===== config.mk =====
export PLATFORM = sky130hd
export DESIGN_NAME = ber_phase_ctrl
export DESIGN_NICKNAME = d
export VERILOG_FILES = /design/src/rtl/ber_phase_ctrl.sv
export SDC_FILE = /design/constraint.sdc
export NUM_CORES = 1
export LEC_CHECK = 0
export ABC_AREA = 1
export CAP_MARGIN = 20
export CORE_ASPECT_RATIO = 1.25
export CORE_MARGIN = 10
export CORE_UTILIZATION = 50
export DETAILED_ROUTE_END_ITERATION = 16
export PLACE_DENSITY_LB_ADDON = 0.05
export SYNTH_ARGS = -nofsm -noshare
export SYNTH_HDL_FRONTEND = slang
export SYNTH_SLANG_ARGS = --single-unit

===== constraint.sdc =====
create_clock -name clk -period 4.2 [get_ports clk]
set_input_delay 0.84 -clock clk [delete_from_list [all_inputs] [get_ports clk]]
set_output_delay 0.84 -clock clk [all_outputs]
set_load 0.1 [all_outputs]

===== src/rtl/ber_phase_ctrl.sv =====
// Sequencing controller for the QPSK BER loop: symbol strobe generation and
// an rx sampling-phase sweep that locks onto the phase with the fewest errors.
//
// state     | meaning
// ----------+-----------------------------------------------------------
// S_IDLE    | waiting for start after reset
// S_SETTLE  | ignoring syms while the tx/rx pipeline refills after a phase change
// S_MEASURE | counting error_flag over the measurement window
// S_EVAL    | one cycle: update best phase, advance phase or finish
// S_LOCK    | phase_out held at the winning phase; start re-arms a sweep
module ber_phase_ctrl #(
  parameter int OS           = 4,
  parameter int STROBE_PHASE = 1,
  parameter int SETTLE_SYM   = 32,
  parameter int WINDOW_SYM   = 1024,
  parameter int ERR_W        = 16
) (
  input  logic             clk,
  input  logic             rst,
  input  logic             start,
  input  logic             error_flag,
  output logic             enable_prbs,
  output logic             enable_ber,
  output logic             enable_tx,
  output logic             enable_rx,
  output logic [1:0]       phase_out,
  output logic             busy,
  output logic             done,
  output logic [1:0]       best_phase,
  output logic [ERR_W-1:0] best_errors
);

  localparam int DIV_W   = (OS > 1) ? $clog2(OS) : 1;
  localparam int SYM_MAX = (SETTLE_SYM > WINDOW_SYM) ? SETTLE_SYM : WINDOW_SYM;
  localparam int CNT_W   = (SYM_MAX > 1) ? $clog2(SYM_MAX) : 1;

  localparam logic [DIV_W-1:0] DIV_LAST  = DIV_W'(OS - 1);
  localparam logic [DIV_W-1:0] STB_CNT   = DIV_W'(STROBE_PHASE);
  localparam logic [CNT_W-1:0] SETTLE_LD = CNT_W'(SETTLE_SYM - 1);
  localparam logic [CNT_W-1:0] WINDOW_LD = CNT_W'(WINDOW_SYM - 1);

  typedef enum logic [2:0] {
    S_IDLE,
    S_SETTLE,
    S_MEASURE,
    S_EVAL,
    S_LOCK
  } state_t;

  state_t           state, state_nxt;
  logic [DIV_W-1:0] div_cnt;
  logic             stb;
  logic             en_txrx;
  logic [CNT_W-1:0] sym_cnt, sym_cnt_nxt;
  logic [ERR_W-1:0] err_cnt, err_cnt_nxt;
  logic [1:0]       phase_nxt, best_phase_nxt;
  logic [ERR_W-1:0] best_errors_nxt;
  logic             busy_nxt, done_nxt;

  // Divider and strobe run regardless of sweep state.
  always_ff @(posedge clk) begin
    if (rst) begin
      div_cnt <= '0;
      stb     <= 1'b0;
      en_txrx <= 1'b0;
    end else begin
      div_cnt <= (div_cnt == DIV_LAST) ? '0 : div_cnt + DIV_W'(1);
      stb     <= (div_cnt == STB_CNT);
      en_txrx <= 1'b1;
    end
  end

  assign enable_prbs = stb;
  assign enable_ber  = stb;
  assign enable_tx   = en_txrx;
  assign enable_rx   = en_txrx;

  always_comb begin
    state_nxt       = state;
    sym_cnt_nxt     = sym_cnt;
    err_cnt_nxt     = err_cnt;
    phase_nxt       = phase_out;
    best_phase_nxt  = best_phase;
    best_errors_nxt = best_errors;
    busy_nxt        = busy;
    done_nxt        = 1'b0;

    case (state)
      S_IDLE, S_LOCK: begin
        if (start) begin
          state_nxt       = S_SETTLE;
          phase_nxt       = 2'd0;
          busy_nxt        = 1'b1;
          best_errors_nxt = '1;
          sym_cnt_nxt     = SETTLE_LD;
          err_cnt_nxt     = '0;
        end
      end

      S_SETTLE: begin
        if (stb) begin
          if (sym_cnt == '0) begin
            state_nxt   = S_MEASURE;
            sym_cnt_nxt = WINDOW_LD;
            err_cnt_nxt = '0;
          end else begin
            sym_cnt_nxt = sym_cnt - CNT_W'(1);
          end
        end
      end

      S_MEASURE: begin
        if (stb) begin
          if (error_flag && (err_cnt != '1))
            err_cnt_nxt = err_cnt + ERR_W'(1);
          if (sym_cnt == '0)
            state_nxt = S_EVAL;
          else
            sym_cnt_nxt = sym_cnt - CNT_W'(1);
        end
      end

      S_EVAL: begin
        // Strict compare keeps the lower phase on a tie.
        if ((phase_out == 2'd0) || (err_cnt < best_errors)) begin
          best_phase_nxt  = phase_out;
          best_errors_nxt = err_cnt;
        end
        if (phase_out == 2'd3) begin
          state_nxt = S_LOCK;
          phase_nxt = best_phase_nxt;
          busy_nxt  = 1'b0;
          done_nxt  = 1'b1;
        end else begin
          state_nxt   = S_SETTLE;
          phase_nxt   = phase_out + 2'd1;
          sym_cnt_nxt = SETTLE_LD;
          err_cnt_nxt = '0;
        end
      end

      default: state_nxt = S_IDLE;
    endcase
  end

  always_ff @(posedge clk) begin
    if (rst) begin
      state       <= S_IDLE;
      sym_cnt     <= '0;
      err_cnt     <= '0;
      phase_out   <= 2'd0;
      best_phase  <= 2'd0;
      best_errors <= '1;
      busy        <= 1'b0;
      done        <= 1'b0;
    end else begin
      state       <= state_nxt;
      sym_cnt     <= sym_cnt_nxt;
      err_cnt     <= err_cnt_nxt;
      phase_out   <= phase_nxt;
      best_phase  <= best_phase_nxt;
      best_errors <= best_errors_nxt;
      busy        <= busy_nxt;
      done        <= done_nxt;
    end
  end

endmodule


==> out/summary.json <==
{
  "grt_max_degree": {"value": 31},
  "globalRouteOverflowTotal": {"value": 0},
  "top_fanout_value_on_the_critical_path": {"value": 5},
  "track_usage": {"value": 15.6, "unit": "%"},
  "antenna_left": {"value": 0},
  "die_x": {"value": 92.0, "unit": "um"},
  "yosys_register_bits": {"value": 55},
  "clkSinkCount": {"value": 55},
  "synth_edf_count": {"value": 0},
  "post_synth_num_cell_types": {"value": 31},
  "cts.hold.buffers_added": {"value": 0},
  "vdd.ir_drop.worst": {"value": 433, "unit": "uV"},
  "dpl_wire_length": {"value": 5870, "unit": "um"},
  "routed_wl": {"value": 7700, "unit": "um"},
  "place.detailed.instances": {"value": 575},
  "ys_seq_area_share": {"value": 34.0, "unit": "%"},
  "cts_buffer_depth": {"value": 2},
  "drtPass1Iterations": {"value": 5},
  "max_freq": {"value": 365, "unit": "MHz"},
  "asyncSetResetFlopFracSynth": {"value": 0, "unit": "%"},
  "buffer_ports.inserted": {"value": 29},
  "worst_slew_slack_as_a_fraction_of_its_limit": {"value": 34.1, "unit": "%"},
  "class_of_the_most_critical_setup_path": {"value": "reg2out"},
  "fin_crit": {"value": 2740, "unit": "ps"},
  "tightestPinTransition": {"value": 985, "unit": "ps"},
  "totalNegativeSetupSlack": {"value": 0, "unit": "ps"},
  "synth_flop_cell": {"value": "dfxtp_1"},
  "drcViolationCount": {"value": 0},
  "synth.avg_cell_area": {"value": 6.83, "unit": "sq um"},
  "final_min_period_over_clock_period": {"value": 65.2, "unit": "%"},
  "area.growth.synth_to_final": {"value": 13.6, "unit": "%"},
  "final_max_slew_viol_count": {"value": 0},
  "mostFrequentLayoutCell": {"value": "nand2_1"},
  "clock_tree.root_cell": {"value": "clkbuf_8"},
  "post_synthesis_cells": {"value": 474},
  "layout-drive-gt1-share": {"value": 7.63, "unit": "%"},
  "postLayoutCoreUtil": {"value": 58.9, "unit": "%"},
  "clk-insertion-delay-late": {"value": 320, "unit": "ps"},
  "cpLargestDelayFamily": {"value": "buffers and inverters"},
  "min-delay-path-class": {"value": "reg2reg"},
  "io-pin-count": {"value": 30},
  "global_route_wire_length_before_repair": {"value": 13300, "unit": "um"},
  "cp_cell_sequence": {"value": "clkdlybuf4s50_1"},
  "cts_max_level": {"value": 2},
  "worst_clock_skew": {"value": 9.49, "unit": "ps"},
  "count_of_inserted_antenna_diode_cells": {"value": 0},
  "status": {"value": "finished, final reports clean"},
  "cts.repair_timing.setup_buffer_count": {"value": 0},
  "max_cap_viol_count": {"value": 0},
  "layout.cells.most_common_list": {"value": "nand2_1, dfxtp_1, inv_1"},
  "synth_warnings": {"value": 0},
  "total_of_cells_resized_after_clock_tree_synthesis": {"value": 0},
  "rsz0062_at_grt": {"value": "no"},
  "maximum_single_stage_delay_on_the_critical_path": {"value": 1170, "unit": "ps"},
  "pleak": {"value": 1.65, "unit": "nW"},
  "design.final.nets": {"value": 523},
  "finalHoldViolations": {"value": 0},
  "cts_buffers": {"value": 5},
  "cts.clk_slew.worst_paths": {"value": 100, "unit": "ps"},
  "floorplan.initialDensity": {"value": 51.8, "unit": "%"},
  "setup-violations-final": {"value": 0},
  "post_place_worst_slack": {"value": 1630, "unit": "ps"},
  "critPathCaptureType": {"value": "primary output"},
  "power_density": {"value": 695, "unit": "mW/mm^2"},
  "synthesis.area": {"value": 0.00324, "unit": "sq mm"},
  "number_of_global_route_vias_before_repair": {"value": 2923},
  "cp.buffers_inverters": {"value": 1},
  "finalNonFillerCells": {"value": 583},
  "fin_ws": {"value": 1460, "unit": "ps"},
  "die-height": {"value": 110, "unit": "um"},
  "die_outline_area": {"value": 0.0101, "unit": "sq mm"},
  "detailedRoute.firstIterationViolations": {"value": 206},
  "route.detailed.vias_per_inst": {"value": 5.20},
  "number_of_antenna_violations_at_the_first_check_in_global_routing": {"value": 0},
  "worst_setup_path_start_kind": {"value": "register"},
  "core_area": {"value": 0.00625, "unit": "sq mm"},
  "wire_per_inst": {"value": 13.2, "unit": "um"},
  "signal_arrival_time_at_the_worst_endpoint": {"value": 1900, "unit": "ps"},
  "dr_total_vias": {"value": 3031},
  "syn_nets": {"value": 500},
  "library_cell_contributing_the_largest_single_delay_on_the_critical_path": {"value": "clkdlybuf4s50_1"},
  "core.rowCount": {"value": 32},
  "total_power": {"value": 2.55, "unit": "mW"},
  "globalplace.congestion": {"value": 0.908},
  "worst_ep_required_time": {"value": 3360, "unit": "ps"},
  "tritoncts_clock_tree": {"value": "built"}
}
## registers in the layout, summed over array words and instances, names as in the netlist
name         count
best_errors     16
best_phase       2
busy             1
div_cnt          2
done             1
enable_ber       1
enable_rx        1
err_cnt         16
phase_out        2
state            3
sym_cnt         10
## synth_stat cells, drive strengths merged, types with 3 or more instances
| library cell | number | area share (%) |
|---|---|---|
| nand2 | 120 | 14 |
| inv | 63 | 7.3 |
| nand3 | 58 | 10 |
| dfxtp | 55 | 34 |
| a21oi | 39 | 6.3 |
| nor2 | 35 | 4.3 |
| o21ai | 23 | 3.7 |
| ha | 22 | 8.5 |
| nor3 | 14 | 2.7 |
| xor2 | 10 | 2.7 |
| clkbuf | 9 | 1.0 |
| buf | 6 | 1.3 |
| or2 | 6 | 1.2 |
| nor4 | 4 | 0.77 |
| xnor2 | 4 | 1.1 |
| nand4 | 3 | 0.58 |
## per-stage QoR
step | cell area, sq um | hold WS (ps)
global route | 3680 | 502
CTS | 3680 | 478
finish | 3680 | 473
floorplan | 3240 | 436
detailed placement | 3570 | 459
global placement | 3570 | 452
## final timing paths
| check | cells past startpoint | slack, ps | endpoint | from |
|---|---|---|---|---|
| worst max-delay path | 1 | 1460 | phase_out[0] | phase_out[0] |
| worst min-delay path | 2 | 470 | busy | busy |
| worst max register to register | 11 | 1660 | best_errors[7] | err_cnt[5] |
| worst min register to register | 2 | 470 | busy | busy |
## layout make-up
| type | count | area (sq um) |
|---|---|---|
| clock buffer | 7 | 96.3 |
| clock inverter | 1 | 7.51 |
| fill | 643 | 2570 |
| inverter | 63 | 236 |
| multi-input combinational | 341 | 1820 |
| sequential | 55 | 1100 |
| tap | 85 | 106 |
| timing repair buffer | 31 | 305 |
## where the power goes
| part | internal [mW] | switching, mW |
|---|---|---|
| clock | 0.150 | 0.179 |
| sequential | 0.637 | 0.102 |
| combinational | 0.393 | 1.09 |
## kinds of logic after synthesis
| family | synth area share [%] |
|---|---|
| AO/OA/AOI/OAI | 10.5 |
| XOR/XNOR | 3.79 |
| adder cells (fa/ha/maj) | 8.50 |
| buffers and inverters | 9.66 |
| flip-flops | 34.0 |
| AND/OR/NAND/NOR | 33.5 |
## metal layers
metal	global-route usage (%)	vias to the layer above	wire [um]
met3	3.18	13	292
met2	28.7	57	3940
met1	17.2	1382	3250
met4	6.73	0	212
met5	0	-	0
li1	-	1579	-
Note: power is estimated with default switching activity, not from simulation.
